File: src/rtl/eth_rmii_rx_front.sv
// RMII receive front end: samples Rxd/Crs_DV, decodes CRS_DV with end-of-frame toggling,
// strips preamble/SFD and packs LSB-first dibits into bytes with SOF and frame-end status.
module eth_rmii_rx_front #(
   parameter int pMAX_BYTES = 1522,
   parameter int pLEN_WIDTH = 11
) (
   input  logic                  Clk,
   input  logic                  Rst_N,
   input  logic [1:0]            Rxd,
   input  logic                  Crs_DV,
   output logic [7:0]            Byte_Data,
   output logic                  Byte_Valid,
   output logic                  Byte_Sof,
   output logic                  Frame_Done,
   output logic [pLEN_WIDTH-1:0] Frame_Len,
   output logic                  Frame_Err
);

   localparam logic [pLEN_WIDTH-1:0] LP_MAX_LEN = pLEN_WIDTH'(pMAX_BYTES);

   typedef enum logic [2:0] {
      ST_IDLE,
      ST_PREAMBLE,
      ST_SFD_WAIT,
      ST_DATA,
      ST_DISCARD
   } state_t;

   logic [1:0]            rRxd_q;
   logic                  rCrs_q;
   logic [1:0]            rRxd_d;
   logic                  rCrs_d;
   logic                  rCrs_prev;
   state_t                r_state;
   logic [5:0]            r_shift;
   logic [1:0]            r_dcnt;
   logic [pLEN_WIDTH-1:0] r_len;
   logic                  r_ovf;
   logic [7:0]            r_pack_data;
   logic                  r_pack_vld;
   logic                  r_pack_sof;
   logic                  r_done_p;

   logic                  w_end;
   logic                  w_rise;
   logic [7:0]            w_byte;

   assign w_end  = ~rCrs_d & ~rCrs_q;
   assign w_rise = ~rCrs_prev & rCrs_q;
   assign w_byte = {rRxd_d, r_shift};

   // Carrier is presumed present out of reset, so only a genuine low-to-high edge starts a frame.
   always_ff @(posedge Clk or negedge Rst_N) begin
      if (!Rst_N) begin
         rRxd_q    <= 2'b00;
         rCrs_q    <= 1'b1;
         rRxd_d    <= 2'b00;
         rCrs_d    <= 1'b1;
         rCrs_prev <= 1'b1;
      end else begin
         rRxd_q    <= Rxd;
         rCrs_q    <= Crs_DV;
         rRxd_d    <= rRxd_q;
         rCrs_d    <= rCrs_q;
         rCrs_prev <= rCrs_q;
      end
   end

   // Decision and pack: rRxd_d is valid unless both rCrs_d and rCrs_q are low.
   always_ff @(posedge Clk or negedge Rst_N) begin
      if (!Rst_N) begin
         r_state     <= ST_IDLE;
         r_shift     <= 6'd0;
         r_dcnt      <= 2'd0;
         r_len       <= '0;
         r_ovf       <= 1'b0;
         r_pack_data <= 8'h00;
         r_pack_vld  <= 1'b0;
         r_pack_sof  <= 1'b0;
         r_done_p    <= 1'b0;
      end else begin
         r_pack_vld <= 1'b0;
         r_pack_sof <= 1'b0;
         r_done_p   <= 1'b0;
         case (r_state)
            ST_IDLE: begin
               r_len  <= '0;
               r_dcnt <= 2'd0;
               r_ovf  <= 1'b0;
               if (w_rise) r_state <= ST_PREAMBLE;
            end
            ST_PREAMBLE: begin
               if (w_end) begin
                  r_state <= ST_IDLE;
               end else begin
                  case (rRxd_d)
                     2'b00:   r_state <= ST_PREAMBLE;
                     2'b01:   r_state <= ST_SFD_WAIT;
                     default: r_state <= ST_DISCARD;
                  endcase
               end
            end
            ST_SFD_WAIT: begin
               if (w_end) begin
                  r_state <= ST_IDLE;
               end else begin
                  case (rRxd_d)
                     2'b01:   r_state <= ST_SFD_WAIT;
                     2'b11:   r_state <= ST_DATA;
                     default: r_state <= ST_DISCARD;
                  endcase
               end
            end
            ST_DATA: begin
               if (w_end) begin
                  r_state  <= ST_IDLE;
                  r_done_p <= 1'b1;
               end else begin
                  r_shift <= {rRxd_d, r_shift[5:2]};
                  r_dcnt  <= r_dcnt + 2'd1;
                  if (r_dcnt == 2'd3) begin
                     if (r_len != LP_MAX_LEN) begin
                        r_pack_data <= w_byte;
                        r_pack_vld  <= 1'b1;
                        r_pack_sof  <= (r_len == '0);
                        r_len       <= r_len + 1'b1;
                     end else begin
                        r_ovf <= 1'b1;
                     end
                  end
               end
            end
            ST_DISCARD: begin
               if (w_end) r_state <= ST_IDLE;
            end
            default: r_state <= ST_IDLE;
         endcase
      end
   end

   // Output register; frame status is read here before IDLE clears the counters.
   always_ff @(posedge Clk or negedge Rst_N) begin
      if (!Rst_N) begin
         Byte_Data  <= 8'h00;
         Byte_Valid <= 1'b0;
         Byte_Sof   <= 1'b0;
         Frame_Done <= 1'b0;
         Frame_Len  <= '0;
         Frame_Err  <= 1'b0;
      end else begin
         Byte_Valid <= r_pack_vld;
         Byte_Sof   <= r_pack_sof;
         Frame_Done <= r_done_p;
         if (r_pack_vld) Byte_Data <= r_pack_data;
         if (r_done_p) begin
            Frame_Len <= r_len;
            Frame_Err <= (r_dcnt != 2'd0) | r_ovf | (r_len == '0);
         end
      end
   end

endmodule

File: config.mk
export PLATFORM = sky130hd
export DESIGN_NAME = eth_rmii_rx_front
export DESIGN_NICKNAME = d
export VERILOG_FILES = /design/src/rtl/eth_rmii_rx_front.sv
export SDC_FILE = /design/constraint.sdc
export NUM_CORES = 1
export LEC_CHECK = 0
export BUFFER_PORTS_ARGS = -buffer_cell sky130_fd_sc_hd__buf_2
export CAP_MARGIN = 15
export CORE_MARGIN = 2
export CORE_UTILIZATION = 45
export CTS_CLUSTER_DIAMETER = 100
export CTS_CLUSTER_SIZE = 14
export DETAILED_ROUTE_END_ITERATION = 7
export GPL_TIMING_DRIVEN = 0
export PLACE_DENSITY = 0.65
export RECOVER_POWER = 100
export SLEW_MARGIN = 20
export SYNTH_ARGS = -nofsm -noshare
export SYNTH_HDL_FRONTEND = slang
export SYNTH_SLANG_ARGS = --single-unit
File: constraint.sdc
create_clock -name Clk -period 2.2 [get_ports Clk]
set_input_delay 0.33 -clock Clk [delete_from_list [all_inputs] [get_ports Clk]]
set_output_delay 0.33 -clock Clk [all_outputs]
set_load 0.01 [all_outputs]
* Word-level counts from Yosys, hierarchy flattened
Index checks and enable logic that the tools add are counted.
** Cells by class
- Add/sub/neg operators :: 2
- Equal/unequal tests :: 14
- Multiplexer cells :: 27
- Bitwise logic cells :: 7
- Reduce and logical (&&, ||, !) cells :: 12
** Operator list (count)
- $mux 11 :: 3
- $pmux 11 s2 :: 1
- $mux 1 :: 13
- $mux 3 :: 4
- $pmux 3 s2 :: 2
- $pmux 3 s4 :: 1
- $reduce_and 4->1 :: 3
- $add 11x1->11 const B :: 1
- $logic_not 11->1 :: 1
- $ne 11x11->1 const B :: 1
- $ne 2x2->1 const B :: 5
- $eq 3x2->1 const B :: 2
- $reduce_and 2->1 :: 3
- $eq 2x2->1 const B :: 2
- $pmux 2 s2 :: 1
- $reduce_bool 2->1 :: 2
- $eq 3x1->1 const B :: 1
- $eq 3x3->1 const B :: 1
- $logic_not 3->1 :: 1
- $not 1->1 :: 3
- $add 2x1->2 const B :: 1
- $and 1x1->1 :: 2
- $eq 2x1->1 const B :: 1
- $logic_not 2->1 :: 1
- other kinds (5) :: 6
** Word-level totals
- Register bits after elaboration :: 63
- Bits of input ports :: 5
- Output and inout port bits :: 23
- Logic and storage cells :: 81

* Depth between registers and ports, before layout
Gate-level depths: netlist of the first run.
- Depth after elaboration :: 5
- Depth in mapped cells :: 8
- Mapped depth without buffers :: 7

* Least setup slack after synthesis of the first run
OpenSTA, ideal clock, no wires.
- Path kind :: register to register
- Start :: register r_len[3]
- End :: register r_pack_data[2]
- Setup time :: 0.127 ns
- Data arrival time :: 1.878 ns
- Data required time :: 2.073 ns
- Path slack :: 0.195 ns
- Cell stages (with the launch flop) :: 7
- Buffers on the path :: 2
- Clock period less this slack :: 2.005 ns
- Cell sequence :: dfrtp_1 > or3_4 > or3_4 > buf_6 > nand2_4 > buf_4 > mux2_1
** Between the ends
- Cells in the longest elaborated chain, start to end :: 2
** RTL lines
- start: declaration :: RTL line 37 : logic [pLEN_WIDTH-1:0] r_len;
- start signal: assignment :: RTL line 126 : r_len <= r_len + 1'b1;
- $ne 11x11->1 :: RTL line 122 : if (r_len != LP_MAX_LEN) begin
- $reduce_and 4->1 (no source line)
- end signal: assignment :: RTL line 123 : r_pack_data <= w_byte;
- end: declaration :: RTL line 39 : logic [7:0] r_pack_data;
Every way passes these cells.
A chain may end at the register's enable or synchronous reset.

* Final worst setup path of the first run
- Start :: register r_len[3]
- End :: register r_pack_data[3]
The elaborated chain is that of the path after synthesis.

==> flow_summary.ini, run 1 <==
[route]
drt_iter0_markers = 100
drcViolationCount = 0
via_count = 1780
post_drt_via_cell_ratio = 5.44
routed_wl_um = 4840
wire_per_inst_um = 14.8
dr.pass1.iters = 4
postRouteAntennaNets = 0

[synthesis]
synth_edf_count = 0
synthAdderAreaFrac = 0.0233
synth_top_family_by_area = multiplexers
synth_xor_area_frac = 0.00327
synth_compound_area_frac = 0.0873
synth_area_um2 = 2680
synthArstFlopShare = 1.00
synth-simple-area-share = 0.118
yosys_warnings = 0
synthMuxAreaShare = 0.142
yosysUniqueCellTypes = 50
yosysSeqAreaShare = 0.589
postSynthAreaPerCell_um2 = 12.8
ys_ff_latch = 63
synth_ff_type = dfrtp_1
syn_inst = 209
synth_nets = 219

[worst_hold_path]
whs_path_depth = 1
hold_end = rCrs_q$_DFF_PN1_
hp-start = Crs_DV
hold_path.class = input pin to register

[timing]
final.setup.worst_slack_ns = 0.0745
period_needed_ns = 2.13
skew_ns = 0.00638
rsz0062_at_grt = false
finalMaxSlewViolations = 0
maxSlewHeadroom = 0.00554
worst_pin_slew_ns = 1.49
fmax_mhz = 470
finalSetupViolations = 0
post-route-period-util = 0.966
hold_viol = 0

[grt]
grt_max_degree = 64
grt_pass1_vias = 1781
track_usage = 0.171
grt_pass1_wl_um = 8390
overflow = 0
antenna_found_initial = 0

[placed_design]
port_buffers = 27
hpwlAfterDp_um = 3240
gp_congestion = 0.878
dp_slack_ns = -0.0311

[worst_setup_path]
slowest_stage = dfrtp_2
cp_cell_sequence = or3_4 -> or3_4 -> buf_6 -> nand2_4 -> buf_6 -> mux2_1
path_class = register to register
rrSetupSlack_ns = 0.07
r2r_end = r_pack_data[3]$_DFFE_PN0P_
cp_max_fo = 10
crit_path_end_kind = register
critPathMaxStageDelay_ns = 0.45
crit_arrival_ns = 2.34
crit_path_start_kind = register
worstPathRequired_ns = 2.42
r2r_start = r_len[3]$_DFFE_PN0P_
reg2reg_depth = 6

[cts]
clock-sinks = 63
cts_root_buf = clkbuf_8
clkLatencyLatePin_ns = 0.34
cts-resized-gates = 1
htreeDepth = 3
clock_path_buffers = 2
path_clk_slew_ns = 0.07
cts_tree = yes
numCtsBuffers = 9
cts_setup_buffers = 0
cts_hold_buf = 0

[cells_and_area]
syn2layout_area_growth_pct = 15.0
layout.nets = 257
n_antenna_cell = 0
drive_gt1_frac = 0.266
fin_util = 0.527

[flow_run]
cap_violations = 0

[floorplanning]
num_rows = 28
core-area_um2 = 5850
die_y_um = 81.2
die_x_um = 81.2
ioPinCount = 28
start_util = 0.458
die_area_um2 = 6590

[status]
outcome = completed

[pwr]
irDropWorstVdd_mv = 0.405
p_total_uw = 2490
pwr_density_cell_nw_per_um2 = 808
leakagePower_uw = 0.00143
## synth_stat cells, types with 2 or more instances
library cell  number  share of area
a41oi_1            2         0.0065
mux2_2            28           0.12
or3_4              2         0.0084
nand4_1            7          0.016
or3_1              2         0.0047
dfrtp_1           61           0.57
dfstp_2            2          0.020
nand2b_1           3         0.0070
inv_1             11          0.015
a21oi_1            3         0.0056
nand3_1            6          0.011
a22o_1             2         0.0065
nor3_1             4         0.0075
mux2_1             5          0.021
a211oi_1           2         0.0056
buf_2              3         0.0056
nor4_1             3         0.0070
o221ai_1           4          0.013
o22ai_1            2         0.0047
nand3b_1           2         0.0056
o21ai_0            7          0.013
nand2_1            5         0.0070
buf_4              2         0.0056
or2_2              2         0.0047
ha_1               5          0.023
nor2_1            10          0.014
## per-layer routing
metal,share of wire,vias to the layer above,GRT usage,wire length [µm]
met4,0.021,0,0.0864,100
met1,0.46,889,0.218,2210
li1,-,835,-,-
met5,0,-,0,0
met2,0.48,45,0.271,2330
met3,0.043,11,0.0433,209
## report_power, final
group / switching, µW / total (µW) / internal, µW
logic: 178 / 285 / 107
registers: 32.4 / 1250 / 1210
clock network: 413 / 961 / 549
## layout make-up
type | count | area, µm²
fill | 517 | 2770
sequential | 63 | 1580
multi-input combinational | 125 | 1010
clock buffer | 12 | 145
timing repair buffer | 27 | 106
tap | 75 | 93.8
buffer | 9 | 57.6
clock inverter | 4 | 45.0
inverter | 12 | 45.0
## metrics by stage
step | hold WS (ns) | instances | TNS [ns] | cell area [µm²]
after floorplan | 0.0344 | 209 | 0 | 2680
after global placement | 0.332 | 311 | 0 | 2910
after detailed placement | 0.335 | 311 | -0.0625 | 2910
after CTS | 0.0726 | 327 | 0 | 3110
after global routing | 0.0782 | 327 | 0 | 3080
final | 0.0946 | 327 | 0 | 3080
## cell families after synthesis
family                     Yosys count
xor gates and xnor gates             1
AOI/OAI and AO/OA                   32
muxes                               34
adders and majority gates            5
and+or+nand+nor                     53
DFF                                 63
buffers and inverters               21
## cell usage in the layout (no fill, tap or decap), types with 2 or more instances in the layout
| master | instances |
|---|---|
| nor3_1 | 4 |
| a22o_1 | 2 |
| nand4_1 | 7 |
| clkbuf_8 | 10 |
| a21oi_1 | 3 |
| buf_6 | 2 |
| o22ai_1 | 2 |
| nand2_1 | 5 |
| o21ai_0 | 7 |
| nand3_1 | 6 |
| ha_1 | 5 |
| nand2b_1 | 3 |
| clkbuf_2 | 2 |
| a211oi_1 | 2 |
| mux2_2 | 28 |
| buf_2 | 6 |
| dfrtp_2 | 2 |
| nor2_1 | 10 |
| or3_4 | 2 |
| a41oi_1 | 2 |
| o221ai_1 | 4 |
| nor4_1 | 3 |
| clkinv_2 | 3 |
| dfrtp_1 | 59 |
| mux2_1 | 5 |
| clkbuf_1 | 27 |
| inv_2 | 2 |
| or2_2 | 2 |
| or3_1 | 2 |
| nand3b_1 | 2 |
| inv_1 | 10 |
## registers in the layout (all words and copies together), names as in the netlist, 2 cells and up
name         count
r_state          3
r_dcnt           2
r_pack_data      8
Byte_Data        8
r_len           11
rRxd_q           2
Frame_Len       11
r_shift          6
rRxd_d           2
## critical path, delay by kind of cell (launching register included)
family	cells	cell delay [ns]
muxes	1	0.34
DFF	1	0.45
buffers and inverters	2	0.32
and+or+nand+nor	3	0.91
## worst max-delay path by stage
stage | slack, ns | endpoint | start
floorplan | 0.19 | r_pack_data[2]$_DFFE_PN0P_ | r_len[3]$_DFFE_PN0P_
global placement | 0.02 | r_pack_data[2]$_DFFE_PN0P_ | r_state[1]$_DFFE_PN0P_
detailed placement | -0.03 | r_pack_data[3]$_DFFE_PN0P_ | r_state[1]$_DFFE_PN0P_
CTS | 0.009 | r_pack_data[3]$_DFFE_PN0P_ | r_len[3]$_DFFE_PN0P_
global route | 0.005 | r_pack_data[3]$_DFFE_PN0P_ | r_len[3]$_DFFE_PN0P_
finish | 0.07 | r_pack_data[3]$_DFFE_PN0P_ | r_len[3]$_DFFE_PN0P_
Power figures use the tool's default switching activity.
==> run 2, diff against run 1 <==
--- a/config.mk
+++ b/config.mk
@@ -13,7 +13,7 @@
 export CTS_CLUSTER_SIZE = 14
 export DETAILED_ROUTE_END_ITERATION = 7
 export GPL_TIMING_DRIVEN = 0
-export PLACE_DENSITY = 0.65
+export PLACE_DENSITY = 0.7
 export RECOVER_POWER = 100
 export SLEW_MARGIN = 20
 export SYNTH_ARGS = -nofsm -noshare
==> run 2 against run 1 <==
- global-route usage is 0.56 points lower
- die area unchanged
- fmax about the same
- via count down 1.1%
- sequential share of layout area is 0.13 points higher
- first-iteration DRC count rose by 22%
- critical path type unchanged
- critical endpoint is now r_pack_data[4]$_DFFE_PN0P_
- largest power group unchanged
==> flow_summary.ini, run 2 (synthesis gave the netlist of run 1 again) <==
[route]
via_count = 1761
drt_iter0_markers = 122
postRouteAntennaNets = 0
dr.pass1.iters = 4
wire_per_inst_um = 14.7
routed_wl_um = 4800
post_drt_via_cell_ratio = 5.40
drcViolationCount = 0

[worst_setup_path]
crit_path_start_kind = register
crit_arrival_ns = 2.34
cp_cell_sequence = or3_4 -> or3_4 -> buf_6 -> nand2_4 -> buf_6 -> mux2_1
path_class = register to register
worstPathRequired_ns = 2.41
slowest_stage = dfrtp_2
critPathMaxStageDelay_ns = 0.45
crit_path_end_kind = register
cp_max_fo = 10

[cts]
cts_hold_buf = 0
clock-sinks = 63
cts_root_buf = clkbuf_8
path_clk_slew_ns = 0.06
numCtsBuffers = 9
htreeDepth = 3
clkLatencyLatePin_ns = 0.33
cts_setup_buffers = 0
cts_tree = yes
clock_path_buffers = 2

[cells_and_area]
mostFrequentLayoutCells = dfrtp_1 (59), mux2_2 (28), clkbuf_1 (25), clkbuf_8 (12), inv_1 (11)
stdcell_count = 326
syn2layout_area_growth_pct = 14.7
drive_gt1_frac = 0.267
fin_util = 0.526
final_area_um2 = 3080
n_fill_cell = 517
layout.nets = 257
final_common_cell = dfrtp_1
top_regs = Frame_Len x11, r_len x11
n_antenna_cell = 0

[placed_design]
place_inst = 311
place_area_um2 = 2910
gp_congestion = 0.876
port_buffers = 27
hpwlAfterDp_um = 3210

[timing]
rsz0062_at_grt = false
hold_viol = 0
period_needed_ns = 2.13
post-route-period-util = 0.966
fmax_mhz = 470
worst_pin_slew_ns = 1.49
fin_tns_setup_ns = 0
finalMaxSlewViolations = 0
skew_ns = 0.00911
maxSlewHeadroom = 0.00573
finalSetupViolations = 0

[pwr]
leakagePower_uw = 0.00143
pwr_density_cell_nw_per_um2 = 792
p_int_uw = 1810
irDropWorstVdd_mv = 0.414
clockPowerShare = 0.371
seqPwrFrac = 0.512
p_sw_uw = 624
p_total_uw = 2440
power_frac_comb = 0.117
switching_share = 0.256

[floorplanning]
start_util = 0.458
die_y_um = 81.2
die_x_um = 81.2
die_area_um2 = 6590
ioPinCount = 28
core-area_um2 = 5850
num_rows = 28

[grt]
grt_pass1_vias = 1709
grt_max_degree = 64
track_usage = 0.166
overflow = 0
antenna_found_initial = 0
grt_pass1_wl_um = 8150

[flow_run]
cap_violations = 0

[status]
outcome = completed

[worst_hold_path]
hold_path.class = input pin to register
==> run 2: cell types whose count changed in the layout (fill, tap and decap cells not counted) <==
cell	delta
clkbuf_8	+2
clkinvlp_4	+1
clkbuf_1	-2
inv_2	-1
clkinv_2	-1
bufinv_16	-1
inv_1	+1
==> run 2: final timing paths <==
check | cells after the start | start | slack [ns] | endpoint
min reg2reg | 0 | rRxd_q[0]$_DFF_PN0_ | 0.35 | rRxd_d[0]$_DFF_PN0_
min | 1 | Rxd[0] | 0.1 | rRxd_q[0]$_DFF_PN0_
max in group asynchronous | 1 | Rst_N | 0.86 | r_len[3]$_DFFE_PN0P_
max | 6 | r_len[3]$_DFFE_PN0P_ | 0.07 | r_pack_data[4]$_DFFE_PN0P_
max reg2reg | 6 | r_len[3]$_DFFE_PN0P_ | 0.07 | r_pack_data[4]$_DFFE_PN0P_
min in group asynchronous | 1 | Rst_N | 0.36 | r_dcnt[1]$_DFFE_PN0P_
==> run 2: per-stage QoR <==
step | hold WS (ns) | setup slack [ns]
finish | 0.0999 | 0.0739
global route | 0.0771 | 0.00689
CTS | 0.0853 | 0.00306
detailed placement | 0.336 | -0.0427
global placement | 0.332 | 0.0317
floorplan | 0.0344 | 0.195
==> run 2: critical path, delay by kind of cell, from the launching register on <==
kind,cells,cell delay (ns)
buffers and inverters,2,0.32
flip-flops,1,0.45
multiplexers,1,0.34
AND/OR/NAND/NOR,3,0.91
==> run 2: area by class of cell <==
type | instances | area [µm²] | share of cell area
tap | 75 | 93.8 | 0.0305
inverter | 12 | 45.0 | 0.0146
clock inverter | 3 | 17.5 | 0.00569
clock buffer | 12 | 165 | 0.0537
multi-input combinational | 125 | 1010 | 0.328
timing repair buffer | 27 | 106 | 0.0346
sequential | 63 | 1580 | 0.514
buffer | 9 | 57.6 | 0.0187
==> run 2: routing by layer <==
| layer | part of all wire | routed length, µm | global-route usage | up-vias |
|---|---|---|---|---|
| met5 | 0 | 0 | 0 | - |
| met4 | 0.017 | 83 | 0.0678 | 0 |
| met3 | 0.059 | 283 | 0.0689 | 8 |
| met2 | 0.46 | 2190 | 0.251 | 48 |
| met1 | 0.47 | 2240 | 0.209 | 861 |
| li1 | - | - | - | 844 |
==> run 2: timing repair <==
action | in CTS | in global routing
pin swaps | 0 | 0
gates resized for setup | 1 | 3
setup endpoints to repair | 4 | 4
==> run 2: power groups by stage <==
stage | combinational [µW] | clock, µW | sequential, µW
2_1_floorplan | 200 | 0 | 1260
3_3_place_gp | 280 | 0 | 1270
3_5_place_dp | 288 | 0 | 1270
4_1_cts | 290 | 930 | 1250
5_1_grt | 316 | 990 | 1250
6_report | 285 | 903 | 1250
